==> src/rtl/adc_cfg_pkg.sv <==
// Shared constants for the ADS5282 configuration serial-write engine.
// State encodings, word layout and a small sizing helper.
package adc_cfg_pkg;

   localparam logic [2:0] ST_IDLE  = 3'd0;
   localparam logic [2:0] ST_SETUP = 3'd1;
   localparam logic [2:0] ST_SHIFT = 3'd2;
   localparam logic [2:0] ST_HOLD  = 3'd3;
   localparam logic [2:0] ST_GAP   = 3'd4;

   localparam int ADC_CFG_WORD_W   = 24;
   localparam int ADC_CFG_ADDR_MSB = 23;
   localparam int ADC_CFG_DATA_MSB = 15;

   typedef logic [ADC_CFG_WORD_W-1:0] cfg_word_t;

   function automatic int max4(input int a, input int b,
                               input int c, input int d);
      int m;
      m = a;
      if (b > m) m = b;
      if (c > m) m = c;
      if (d > m) m = d;
      return m;
   endfunction

endpackage

==> src/rtl/adc_cfg_spi_if.sv <==
// Request/status handshake and ADC serial pins of the config engine.
// master = configuration FSM side, slave = serial-write engine.
interface adc_cfg_spi_if;
   import adc_cfg_pkg::*;

   logic      start;
   cfg_word_t cfg_word;
   logic      busy;
   logic      end_conf;
   logic      cfg_err;
   logic      adc_csn;
   logic      adc_sclk;
   logic      adc_sdata;

   modport master (
      output start, cfg_word,
      input  busy, end_conf, cfg_err,
      input  adc_csn, adc_sclk, adc_sdata
   );

   modport slave (
      input  start, cfg_word,
      output busy, end_conf, cfg_err,
      output adc_csn, adc_sclk, adc_sdata
   );

endinterface

==> src/rtl/adc_cfg_sclk_gen.sv <==
// SCLK phase counter for the config engine; runs only while en is high.
// Each phase lasts CLK_DIV cycles; low phase first, then high phase.
module adc_cfg_sclk_gen #(
   parameter int CLK_DIV = 4,
   parameter int CW      = 3
) (
   input  logic clk,
   input  logic rstb,
   input  logic en,
   output logic sclk_ph,
   output logic fall_tick,
   output logic period_end
);

   localparam logic [CW-1:0] RELOAD = CW'(CLK_DIV - 1);

   logic [CW-1:0] cnt;
   logic          ph_last;

   // Phase counter: reload when idle and on every phase change.
   always_ff @(posedge clk) begin
      if (!rstb) begin
         cnt     <= '0;
         sclk_ph <= 1'b0;
      end else if (!en) begin
         cnt     <= RELOAD;
         sclk_ph <= 1'b0;
      end else if (cnt == '0) begin
         cnt     <= RELOAD;
         sclk_ph <= ~sclk_ph;
      end else begin
         cnt <= cnt - 1'b1;
      end
   end

   assign ph_last    = en && (cnt == '0);
   // Last cycle of the high phase: sclk drops and the bit period ends together.
   assign fall_tick  = ph_last && sclk_ph;
   assign period_end = ph_last && sclk_ph;

endmodule

==> src/rtl/adc_cfg_spi.sv <==
// ADS5282 configuration serial-write engine: one 24-bit word per start.
// Optional sticky protocol error flag: define ADC_CFG_ERR_EN.
module adc_cfg_spi
   import adc_cfg_pkg::*;
#(
   parameter int CLK_DIV  = 4,
   parameter int CS_SETUP = 2,
   parameter int CS_HOLD  = 2,
   parameter int CS_GAP   = 4
) (
   input  logic          clk,
   input  logic          rstb,
   adc_cfg_spi_if.slave  cfg_bus
);

   localparam int CW =
      $clog2(max4(CLK_DIV, CS_SETUP, CS_HOLD, CS_GAP) + 1);

   localparam logic [CW-1:0] LD_SETUP = CW'(CS_SETUP - 1);
   localparam logic [CW-1:0] LD_HOLD  = CW'(CS_HOLD - 1);
   localparam logic [CW-1:0] LD_GAP   = CW'(CS_GAP - 1);

   logic [2:0]    state;
   logic [CW-1:0] st_cnt;
   logic [4:0]    bit_cnt;
   cfg_word_t     sr;

   logic sclk_ph;
   logic fall_tick;
   logic period_end;
   logic shift_en;
   logic accept;
   logic frame_act;

   logic busy_q;
   logic end_conf_q;
   logic csn_q;
   logic sclk_q;
   logic sdata_q;

   assign shift_en  = (state == ST_SHIFT);
   assign frame_act = (state == ST_SETUP) || shift_en ||
                      (state == ST_HOLD);
   // busy still high in the end_conf cycle blocks a same-cycle restart.
   assign accept    = (state == ST_IDLE) && !busy_q &&
                      cfg_bus.start;

   adc_cfg_sclk_gen #(
      .CLK_DIV (CLK_DIV),
      .CW      (CW)
   ) u_sclk_gen (
      .clk        (clk),
      .rstb       (rstb),
      .en         (shift_en),
      .sclk_ph    (sclk_ph),
      .fall_tick  (fall_tick),
      .period_end (period_end)
   );

   // Frame sequencer: state, dwell counter, bit counter, shift register.
   always_ff @(posedge clk) begin
      if (!rstb) begin
         state   <= ST_IDLE;
         st_cnt  <= '0;
         bit_cnt <= '0;
         sr      <= '0;
      end else begin
         case (state)
            ST_IDLE: begin
               if (accept) begin
                  sr     <= cfg_bus.cfg_word;
                  st_cnt <= LD_SETUP;
                  state  <= ST_SETUP;
               end
            end
            ST_SETUP: begin
               if (st_cnt == '0) begin
                  bit_cnt <= 5'd23;
                  state   <= ST_SHIFT;
               end else begin
                  st_cnt <= st_cnt - 1'b1;
               end
            end
            ST_SHIFT: begin
               if (period_end && (bit_cnt == 5'd0)) begin
                  st_cnt <= LD_HOLD;
                  state  <= ST_HOLD;
               end else if (fall_tick) begin
                  sr      <= {sr[ADC_CFG_WORD_W-2:0], 1'b0};
                  bit_cnt <= bit_cnt - 1'b1;
               end
            end
            ST_HOLD: begin
               if (st_cnt == '0) begin
                  st_cnt <= LD_GAP;
                  state  <= ST_GAP;
               end else begin
                  st_cnt <= st_cnt - 1'b1;
               end
            end
            ST_GAP: begin
               if (st_cnt == '0) begin
                  state <= ST_IDLE;
               end else begin
                  st_cnt <= st_cnt - 1'b1;
               end
            end
            default: state <= ST_IDLE;
         endcase
      end
   end

   // Registered pin and status outputs, one cycle behind the sequencer.
   always_ff @(posedge clk) begin
      if (!rstb) begin
         busy_q     <= 1'b0;
         end_conf_q <= 1'b0;
         csn_q      <= 1'b1;
         sclk_q     <= 1'b0;
         sdata_q    <= 1'b0;
      end else begin
         busy_q     <= (state != ST_IDLE);
         end_conf_q <= (state == ST_GAP) && (st_cnt == '0);
         csn_q      <= !frame_act;
         sclk_q     <= shift_en && sclk_ph;
         sdata_q    <= frame_act && sr[ADC_CFG_ADDR_MSB];
      end
   end

   assign cfg_bus.busy      = busy_q;
   assign cfg_bus.end_conf  = end_conf_q;
   assign cfg_bus.adc_csn   = csn_q;
   assign cfg_bus.adc_sclk  = sclk_q;
   assign cfg_bus.adc_sdata = sdata_q;

`ifdef ADC_CFG_ERR_EN
   logic err_q;

   // Sticky flag: a request arrived while a frame was still running.
   always_ff @(posedge clk) begin
      if (!rstb) begin
         err_q <= 1'b0;
      end else if (cfg_bus.start && busy_q) begin
         err_q <= 1'b1;
      end
   end

   assign cfg_bus.cfg_err = err_q;
`else
   assign cfg_bus.cfg_err = 1'b0;
`endif

endmodule

==> src/flat_wrapper.sv <==
// flat-port wrapper written by rule: the top's interface ports become plain ports
module adc_cfg_spi_flat import adc_cfg_pkg::*;
#(
   parameter int CLK_DIV  = 4,
   parameter int CS_SETUP = 2,
   parameter int CS_HOLD  = 2,
   parameter int CS_GAP   = 4
)
  (clk, rstb, cfg_bus_start, cfg_bus_cfg_word, cfg_bus_busy, cfg_bus_end_conf, cfg_bus_cfg_err, cfg_bus_adc_csn, cfg_bus_adc_sclk, cfg_bus_adc_sdata);
  adc_cfg_spi_if cfg_bus_i ();
  input  logic clk;
  input  logic rstb;
  input wire logic [$bits(cfg_bus_i.start)-1:0] cfg_bus_start;
  input wire logic [$bits(cfg_bus_i.cfg_word)-1:0] cfg_bus_cfg_word;
  output wire logic [$bits(cfg_bus_i.busy)-1:0] cfg_bus_busy;
  output wire logic [$bits(cfg_bus_i.end_conf)-1:0] cfg_bus_end_conf;
  output wire logic [$bits(cfg_bus_i.cfg_err)-1:0] cfg_bus_cfg_err;
  output wire logic [$bits(cfg_bus_i.adc_csn)-1:0] cfg_bus_adc_csn;
  output wire logic [$bits(cfg_bus_i.adc_sclk)-1:0] cfg_bus_adc_sclk;
  output wire logic [$bits(cfg_bus_i.adc_sdata)-1:0] cfg_bus_adc_sdata;
  assign cfg_bus_i.start = cfg_bus_start;
  assign cfg_bus_i.cfg_word = cfg_bus_cfg_word;
  assign cfg_bus_busy = cfg_bus_i.busy;
  assign cfg_bus_end_conf = cfg_bus_i.end_conf;
  assign cfg_bus_cfg_err = cfg_bus_i.cfg_err;
  assign cfg_bus_adc_csn = cfg_bus_i.adc_csn;
  assign cfg_bus_adc_sclk = cfg_bus_i.adc_sclk;
  assign cfg_bus_adc_sdata = cfg_bus_i.adc_sdata;
  adc_cfg_spi #(.CLK_DIV(CLK_DIV), .CS_SETUP(CS_SETUP), .CS_HOLD(CS_HOLD), .CS_GAP(CS_GAP)) u_core (.clk(clk), .rstb(rstb), .cfg_bus(cfg_bus_i));
endmodule
==> config.mk <==
export PLATFORM = sky130hd
export DESIGN_NAME = adc_cfg_spi_flat
export DESIGN_NICKNAME = d
export VERILOG_FILES = /design/src/rtl/adc_cfg_pkg.sv /design/src/rtl/adc_cfg_spi_if.sv /design/src/rtl/adc_cfg_sclk_gen.sv /design/src/rtl/adc_cfg_spi.sv /design/src/flat_wrapper.sv
export SDC_FILE = /design/constraint.sdc
export NUM_CORES = 1
export LEC_CHECK = 0
export CAP_MARGIN = 15
export CORE_ASPECT_RATIO = 0.6
export CORE_MARGIN = 5
export CORE_UTILIZATION = 53
export CTS_CLUSTER_SIZE = 16
export DETAILED_ROUTE_END_ITERATION = 7
export PLACE_DENSITY = 0.79
export SETUP_SLACK_MARGIN = 0.5
export SLEW_MARGIN = 40
export SYNTH_ARGS = -nofsm -noshare
export SYNTH_HDL_FRONTEND = slang
export SYNTH_SLANG_ARGS = --single-unit
==> constraint.sdc <==
create_clock -name clk -period 2.5 [get_ports clk]
set_clock_uncertainty 0.05 [all_clocks]
set_input_delay 0.5 -clock clk [delete_from_list [all_inputs] [get_ports clk]]
set_output_delay 0.5 -clock clk [all_outputs]
set_load 0.01 [all_outputs]
; Yosys cells after proc, flatten, opt, wreduce, memory -nomap -nowiden
; Cells that the tools add are included.
; Widths: inputs -> output; s select.
[totals]
ff_bits = 44
input_bits = 27
output_inout_bits = 6
word_cells = 77
[classes]
addsub = 3
n_eq_ne = 12
mux = 20
n_bitwise = 3
reduce_logical = 27
[ops]
columns = op, n
row1 = $mux 24, 3
row2 = $pmux 24 s2, 1
row3 = $mux 3, 8
row4 = $mux 5, 3
row5 = $pmux 3 s5, 1
row6 = $pmux 3 s4, 1
row7 = $reduce_and 4->1, 3
row8 = $ne 2x2->1 const B, 5
row9 = $pmux 5 s2, 1
row10 = $logic_not 3->1, 3
row11 = $logic_and 1x1->1, 8
row12 = $eq 3x2->1 const B, 2
row13 = $ne 2x1->1 const B, 3
row14 = $sub 3x1->3 const B, 2
row15 = $logic_not 5->1, 1
row16 = $reduce_and 5->1, 1
row17 = $sub 5x1->5 const B, 1
row18 = $mux 2, 2
row19 = $reduce_bool 2->1, 2
row20 = $reduce_bool 4->1, 1
row21 = $eq 3x1->1 const B, 1
row22 = $eq 3x3->1 const B, 1
row23 = $not 1->1, 3
row24 = $reduce_bool 3->1, 1
row25 = other kinds (5), 7

; Logic depth before layout (Yosys ltp)
; Gate-level depths: netlist of run 1.
[logic_depth]
ltp_word = 6
depth_mapped = 8
mapped_depth_nobuf = 6

; Hierarchy
; Synthesis of run 1 repeated with hierarchy kept, for this count alone.
[unflattened]
hier_cells = 247
hier_area_um2 = 2319.7
[modules_own_cells]
columns = module, instances, cells_per_inst, area_each_um2, seq_area_each_um2
row1 = adc_cfg_spi, 1, 226, 2129.5, 800.8
row2 = adc_cfg_sclk_gen, 1, 21, 190.2, 80.1

; Least setup slack after synthesis of run 1
; OpenSTA, ideal clock, no wires.
[synth_timing]
kind = flip-flop to flip-flop
start = register u_core.bit_cnt[0]
end = register u_core.sr[1]
t_arrival_ps = 1679
t_required_ps = 2361
slack_ps = 682
path_stages_with_launch = 9
path_buffers = 2
path_cell_list = dfxtp_1 -> inv_1 -> ha_1 -> nor4b_2 -> o21ai_1 -> and2_1 -> buf_6 -> buf_6 -> a311oi_2
[synth_via]
elab_chain_cells = 4
[synth_lines]
columns = element, line
row1 = "start, declared", adc_cfg_spi.sv:25  ; logic [4:0] bit_cnt;
row2 = "start signal, assigned", adc_cfg_spi.sv:90  ; bit_cnt <= bit_cnt - 1'b1;
row3 = $logic_not 5->1, adc_cfg_spi.sv:85  ; if (period_end && (bit_cnt == 5'd0)) begin
row4 = $logic_and 1x1->1, adc_cfg_spi.sv:85
row5 = $ne 2x2->1 (no source line), --
row6 = $reduce_and 4->1 (no source line), --
row7 = "end signal, assigned", adc_cfg_spi.sv:71  ; sr <= cfg_bus.cfg_word;
row8 = "end signal, assigned", adc_cfg_spi.sv:89  ; sr <= {sr[ADC_CFG_WORD_W-2:0], 1'b0};
row9 = "end, declared", adc_cfg_spi.sv:26  ; cfg_word_t sr;
; No other way between the ends.
; A chain may end at the register's enable or synchronous reset.

; Final worst setup path of run 1
[layout_timing]
start = register u_core.u_sclk_gen.cnt[0]
end = register u_core.sr[22]
[layout_via]
elab_chain_cells = 6
word_cells_on_any_way = 7
[layout_lines]
columns = element, line
row1 = "start, declared", adc_cfg_sclk_gen.sv:17  ; logic [CW-1:0] cnt;
row2 = "start signal, assigned", adc_cfg_sclk_gen.sv:32  ; cnt <= cnt - 1'b1;
row3 = $logic_not 3->1 (*), adc_cfg_sclk_gen.sv:36  ; assign ph_last = en && (cnt == '0);
row4 = $logic_and 1x1->1 (*), adc_cfg_sclk_gen.sv:36
row5 = $logic_and 1x1->1 (*), "adc_cfg_sclk_gen.sv:38, adc_cfg_sclk_gen.sv:39"
row6 = $logic_and 1x1->1, adc_cfg_spi.sv:85
row7 = $ne 2x2->1 (no source line), --
row8 = $reduce_and 4->1 (no source line) (*), --
; Every way passes the cells marked *; elsewhere a longest branch is shown, timed or not.

==> impl_metrics.ini, run 1 <==
[run_status]
status = finished clean

[finish]
fillers = 343
mostFrequentLayoutCell = nand2_1
nNetsFinal = 303
drive_gt1_share_pct = 17.3
final_cell_mix = 51 x nand2_1, 43 x dfxtp_1, 31 x clkdlybuf4s50_1
final_cells = 322
n_antenna_cell = 0
stdcell_area_um2 = 2640
seqCellArea_um2 = 882
multi_input_area_um2 = 1180
syn2layout_area_growth_pct = 21.8

[sta]
fmax_ghz = 0.537
slew_viol_final = 0
finalSetupViolCount = 0
hold_viol = 0
post-route-period-util_pct = 74.4
rsz0062_at_grt = false
tns_ns = 0
fin_crit_ns = 1.86
hold_ws_ns = 0.390

[critical_path]
cpMaxStageDelayCell = dfxtp_1
cp-start-kind = flip-flop
r2r_end = u_core.sr[22]
crit_path_end = u_core.sr[22]
critical_path_arrival_ns = 2.02
worstReg2RegStart = u_core.u_sclk_gen.cnt[0]
path_buf_inv = 2
crit_chain = inv_1 > ha_1 > nand3b_1 > o21ai_1 > buf_4 > a21oi_1 > a311oi_2
worstPathRequired_ns = 2.66
rr_worst_depth = 7
crit_family = compound AO/OA/AOI/OAI gates
r2r_slack_ns = 0.64
path_class = reg -> reg
cp-startpoint = u_core.u_sclk_gen.cnt[0]
critical_path.max_stage_delay_ns = 0.32
cp.depth = 7
path_max_fanout = 23
cp-end-kind = flip-flop

[pwr]
cellLeakagePower_nw = 1.00
powerDensity_nw_per_um2 = 1230
vdd_drop_max_uv = 469

[route]
avgRoutedWirePerCell_um = 14.7
dr_total_vias = 1843
first_iter_violations = 97
totalWireLength_mm = 4.73
wl_met2_mm = 2.09
highest_layer = met4
met3_length_um = 267
drc = 0
viasPerCell = 5.72
wl_met1_mm = 2.33
antenna_left = 0
drt_first_pass_iters = 4

[logic_synthesis]
synth_ff_type = dfxtp_1
synth_compound_area_share_pct = 27.4
ys_ff_latch = 44
syn_avg_cell_area_um2 = 8.90
synth-adder-area-share_pct = 2.88
synth_top_family_by_area = compound AO/OA/AOI/OAI gates
yosysWarnings = 0
synthMuxAreaShare_pct = 0.461
synth-simple-area-share_pct = 20.7
seq_area_frac_synth_pct = 40.6
synth_xor_area_share_pct = 1.21
synth-async-reset-ratio_pct = 0
synth_edf_count = 0
netlist_area_um2 = 2170
synth_nets = 276
synthDistinctLibCells = 46
synth_cells = 244

[place]
io_buffers = 31
placed_cell_area_um2 = 2510
globalplace.congestion = 0.813
placed_cells = 313
hpwlAfterDp_mm = 3.23

[clocking]
cts_buffers = 5
cts_tree = done
cts_root_buf = clkbuf_8
clkSlewWorstSetupHoldPaths_ns = 0.08
cts_sinks = 44
cts_hold_buf = 0
clock_latency_ns = 0.30
cts_max_level = 2
clockBufferDepth = 2

[floorplanning]
rows = 18
dieArea_um2 = 5520
die_h_um = 59.6
core-area_um2 = 4030
num_io_pins = 33
start_util_pct = 53.8
die_w_um = 92.6

[global_routing]
grt_start_max_net_pins = 35
grt-ovfl-total = 0
track_usage_pct = 17.9
grt_first_pass_wirelength_mm = 7.82
antenna_found_initial = 0
grt_pass1_vias = 1654

[worst_hold_path]
holdCritPathClass = reg -> reg

[job]
max_cap_viol_count = 0
per-layer routing:
metal	GRT usage, %	vias to the layer above
met5	0	-
met4	5.01	0
met3	5.20	6
met2	28.2	41
met1	24.1	869
li1	-	927
area by class of cell:
class                           instances  share of cell area (%)
Clock buffer                            6                    3.12
Clock inverter                          2                   0.379
Inverter                                7                   0.994
Multi-Input combinational cell        172                    44.7
Sequential cell                        44                    33.4
Tap cell                               50                    2.37
Timing Repair Buffer                   41                    15.0
cells in the mapped netlist, types with 2 or more instances:
master,n,area (µm²)
or3_1,2,12.5
ha_1,5,62.6
a211oi_1,4,30.0
and3_1,3,18.8
buf_1,2,7.51
nor2_1,13,48.8
inv_1,6,22.5
dfxtp_1,44,881
buf_6,4,45.0
clkbuf_1,11,41.3
nand3b_1,2,15.0
nand2_1,51,191
a311oi_1,6,52.6
buf_2,3,15.0
nor3_1,6,30.0
xnor2_1,2,17.5
o21ai_0,3,15.0
a21oi_1,27,135
nor2b_1,4,25.0
a311oi_2,19,285
o211a_1,2,20.0
logic make-up (layout without fill, tap and decap cells):
kind of cell             Yosys count  count (layout)
other                              1               1
XOR/XNOR                           3               3
AND/OR/NAND/NOR                   94              94
multiplexers                       1               1
flip-flops                        44              44
adder cells (fa/ha/maj)            5               5
buffers and inverters             28              56
AO/OA/AOI/OAI                     68              68
metrics by stage:
step / util [%] / setup WS, ns / total power, mW
after global routing: 65.6 / 0.489 / 3.49
after CTS: 65.0 / 0.497 / 3.20
after detailed placement: 62.2 / 0.325 / 2.70
after global placement: 62.2 / 0.418 / 2.65
after floorplan: - / 0.682 / 2.38
final: 65.6 / 0.640 / 3.25
power breakdown:
part	internal, mW	leakage, nW	total (mW)	switching [mW]
logic	0.752	0.590	1.70	0.947
registers	0.933	0.363	1.09	0.157
clock network	0.221	0.0510	0.465	0.244
total	1.91	1.00	3.25	1.35
state kept, by name, summed over array words and instances (netlist names):
name and flops:
u_core.sr 24, u_core.bit_cnt 5, u_core.st_cnt 3, u_core.cfg_bus.busy 1
u_core.cfg_bus.end_conf 1, u_core.state 3, u_core.cfg_bus.adc_sdata 1, u_core.cfg_bus.adc_csn 1
u_core.u_sclk_gen.cnt 3, u_core.u_sclk_gen.sclk_ph 1, u_core.cfg_bus.adc_sclk 1
worst min path at each step:
stage | slack, ns | startpoint | endpoint | depth (start not counted)
2_1_floorplan | 0.36 | u_core.u_sclk_gen.cnt[0] | u_core.u_sclk_gen.cnt[0] | 1
3_3_place_gp | 0.37 | u_core.u_sclk_gen.cnt[0] | u_core.u_sclk_gen.cnt[0] | 1
3_5_place_dp | 0.38 | u_core.u_sclk_gen.cnt[0] | u_core.u_sclk_gen.cnt[0] | 1
4_1_cts | 0.39 | u_core.u_sclk_gen.cnt[0] | u_core.u_sclk_gen.cnt[0] | 1
5_1_grt | 0.41 | u_core.u_sclk_gen.cnt[0] | u_core.u_sclk_gen.cnt[0] | 1
6_report | 0.39 | u_core.u_sclk_gen.cnt[0] | u_core.u_sclk_gen.cnt[0] | 1
timing repair:
action,in CTS,in global routing
setup buffers,0,1
resized for setup,4,4
setup endpoints to repair,5,7
pin swaps,0,1
Power figures use the tool's default switching activity.
==> run 2, diff against run 1 <==
==> constraint.sdc (replaced) <==
create_clock -name clk -period 1.94 [get_ports clk]
set_clock_uncertainty 0.05 [all_clocks]
set_input_delay 0.388 -clock clk [delete_from_list [all_inputs] [get_ports clk]]
set_output_delay 0.388 -clock clk [all_outputs]
set_load 0.01 [all_outputs]
==> run 2 against run 1 <==
- register-to-register slack lost 0.49 ns
- design area up 16%
- critical path depth is 2 higher
- non-clock buffer count rose by 25
- utilization up 10 points
- wire length is 30% higher
- flip-flop and latch count is the same
- setup slack got worse by 0.49 ns
- cell count increased by 7.5%
- clock power grew 18%
- combinational power up 83%
- via count up 11%
- largest power group unchanged
==> impl_metrics.ini, run 2 (synthesis results as in run 1) <==
[clocking]
cts_max_level = 2
cts_buffers = 5
cts_sinks = 44
cts_tree = done
cts_root_buf = clkbuf_8
clkSlewWorstSetupHoldPaths_ns = 0.08
cts_hold_buf = 0
clockBufferDepth = 2
clock_latency_ns = 0.30

[finish]
utilization_pct = 76.0
stdcell_area_um2 = 3060
nNetsFinal = 328
registers.top_by_ff_count = u_core.sr
seqCellArea_um2 = 896
syn2layout_area_growth_pct = 41.1
final_cell_mix = 51 x nand2_1, 36 x dfxtp_1, 27 x a21oi_1
largest_reg_flops = 24
multi_input_area_um2 = 1370
fillers = 273
reg_top3 = u_core.sr: 24 flops, u_core.bit_cnt: 5 flops
n_antenna_cell = 0
mostFrequentLayoutCell = nand2_1
drive_gt1_share_pct = 36.5

[pwr]
cellLeakagePower_nw = 1.18
vdd_drop_max_uv = 719
p_sw_share_pct = 42.2
p_clk_share_pct = 10.7
total_power_mw = 5.09
powerDensity_nw_per_um2 = 1660
internal_power_mw = 2.94
p_seq_share_pct = 28.1
power_frac_comb_pct = 61.2
switchingPower_mw = 2.15

[route]
highest_layer = met4
antenna_left = 0
first_iter_violations = 198
dr_total_vias = 2040
wl_met2_mm = 2.93
wl_met1_mm = 2.70
avgRoutedWirePerCell_um = 17.8
viasPerCell = 5.90
drc = 0
met3_length_um = 364
drt_first_pass_iters = 4
totalWireLength_mm = 6.15

[global_routing]
track_usage_pct = 20.0
grt_pass1_vias = 1755
grt_first_pass_wirelength_mm = 8.45
grt-ovfl-total = 0
antenna_found_initial = 0
grt_start_max_net_pins = 28

[place]
hpwlAfterDp_mm = 3.42
globalplace.congestion = 0.846
placed_cell_area_um2 = 2590
io_buffers = 31
place_ws_ns = -0.0178

[floorplanning]
die_h_um = 59.6
core-area_um2 = 4030
rows = 18
die_w_um = 92.6
start_util_pct = 53.8
dieArea_um2 = 5520
num_io_pins = 33

[sta]
slew_viol_final = 0
post-route-period-util_pct = 92.4
rsz0062_at_grt = true
hold_ws_ns = 0.379
setup_slack_ns = 0.148
finalSetupViolCount = 0
fmax_ghz = 0.558
hold_viol = 0
fin_crit_ns = 1.79

[critical_path]
cp-end-kind = flip-flop
worstPathRequired_ns = 2.10
path_class = reg -> reg
critical_path_arrival_ns = 1.95
path_max_fanout = 3
cp-start-kind = flip-flop

[worst_hold_path]
holdCritPathClass = reg -> reg

[job]
max_cap_viol_count = 0

[run_status]
status = finished clean
run 2: cell types whose count changed in the layout (fill, tap and decap cells not counted), moves of 5 or more:
cell / previous run / this run
dlygate4sd2_1: 0 / 5
dfxtp_2: 1 / 6
a311oi_2: 19 / 24
buf_6: 0 / 6
inv_1: 6 / 0
inv_2: 0 / 6
clkdlybuf4s50_1: 31 / 26
dfxtp_1: 43 / 36
buf_4: 9 / 25
a311oi_1: 6 / 1
run 2: per-layer routing:
layer | vias to the layer above | global-route usage, %
met5 | - | 0
met4 | 0 | 9.19
met3 | 16 | 4.70
met2 | 76 | 30.1
met1 | 973 | 27.5
li1 | 975 | -
run 2: final cells by class:
type	instances	area share, %
clock buffer	6	2.37
clock inverter	1	0.163
inverter	7	0.858
multi-input combinational	172	44.8
sequential	44	29.2
tap	50	2.04
timing repair buffer	66	20.5
run 2: power by group through the flow:
stage | clock, mW | sequential (mW) | combinational [mW]
after detailed placement | 0 | 1.41 | 2.28
final | 0.547 | 1.43 | 3.11
after global routing | 0.594 | 1.45 | 3.30
after global placement | 0 | 1.40 | 2.22
after CTS | 0.545 | 1.39 | 2.56
after floorplan | 0 | 1.37 | 1.86
run 2: metrics by stage:
| step | cells | setup TNS [ns] |
|---|---|---|
| finish | 346 | 0 |
| global placement | 318 | -0.00107 |
| floorplan | 244 | 0 |
| detailed placement | 318 | -0.0724 |
| global route | 346 | 0 |
| CTS | 333 | 0 |
run 2: critical path: stages (launching register included):
cell,delay [ns]
dfxtp_2,0.34
inv_2,0.04
ha_4,0.15
nor4b_4,0.12
buf_4,0.16
buf_6,0.12
nor3_4,0.21
buf_6,0.15
a211oi_4,0.06
a311oi_2,0.29
run 2: repair_timing:
item                                    CTS  global route
pin swaps                                 9            17
setup buffers                             8            13
resized for setup                        36            28
endpoints found under the setup margin   40            36
run 2: worst paths after layout:
path	startpoint	endpoint	slack, ns	depth (start not counted)
setup / recovery	u_core.bit_cnt[1]	u_core.bit_cnt[2]	0.15	9
hold / removal	u_core.u_sclk_gen.cnt[0]	u_core.u_sclk_gen.cnt[0]	0.38	1
setup reg to reg	u_core.bit_cnt[1]	u_core.bit_cnt[2]	0.15	9
hold reg to reg	u_core.u_sclk_gen.cnt[0]	u_core.u_sclk_gen.cnt[0]	0.38	1
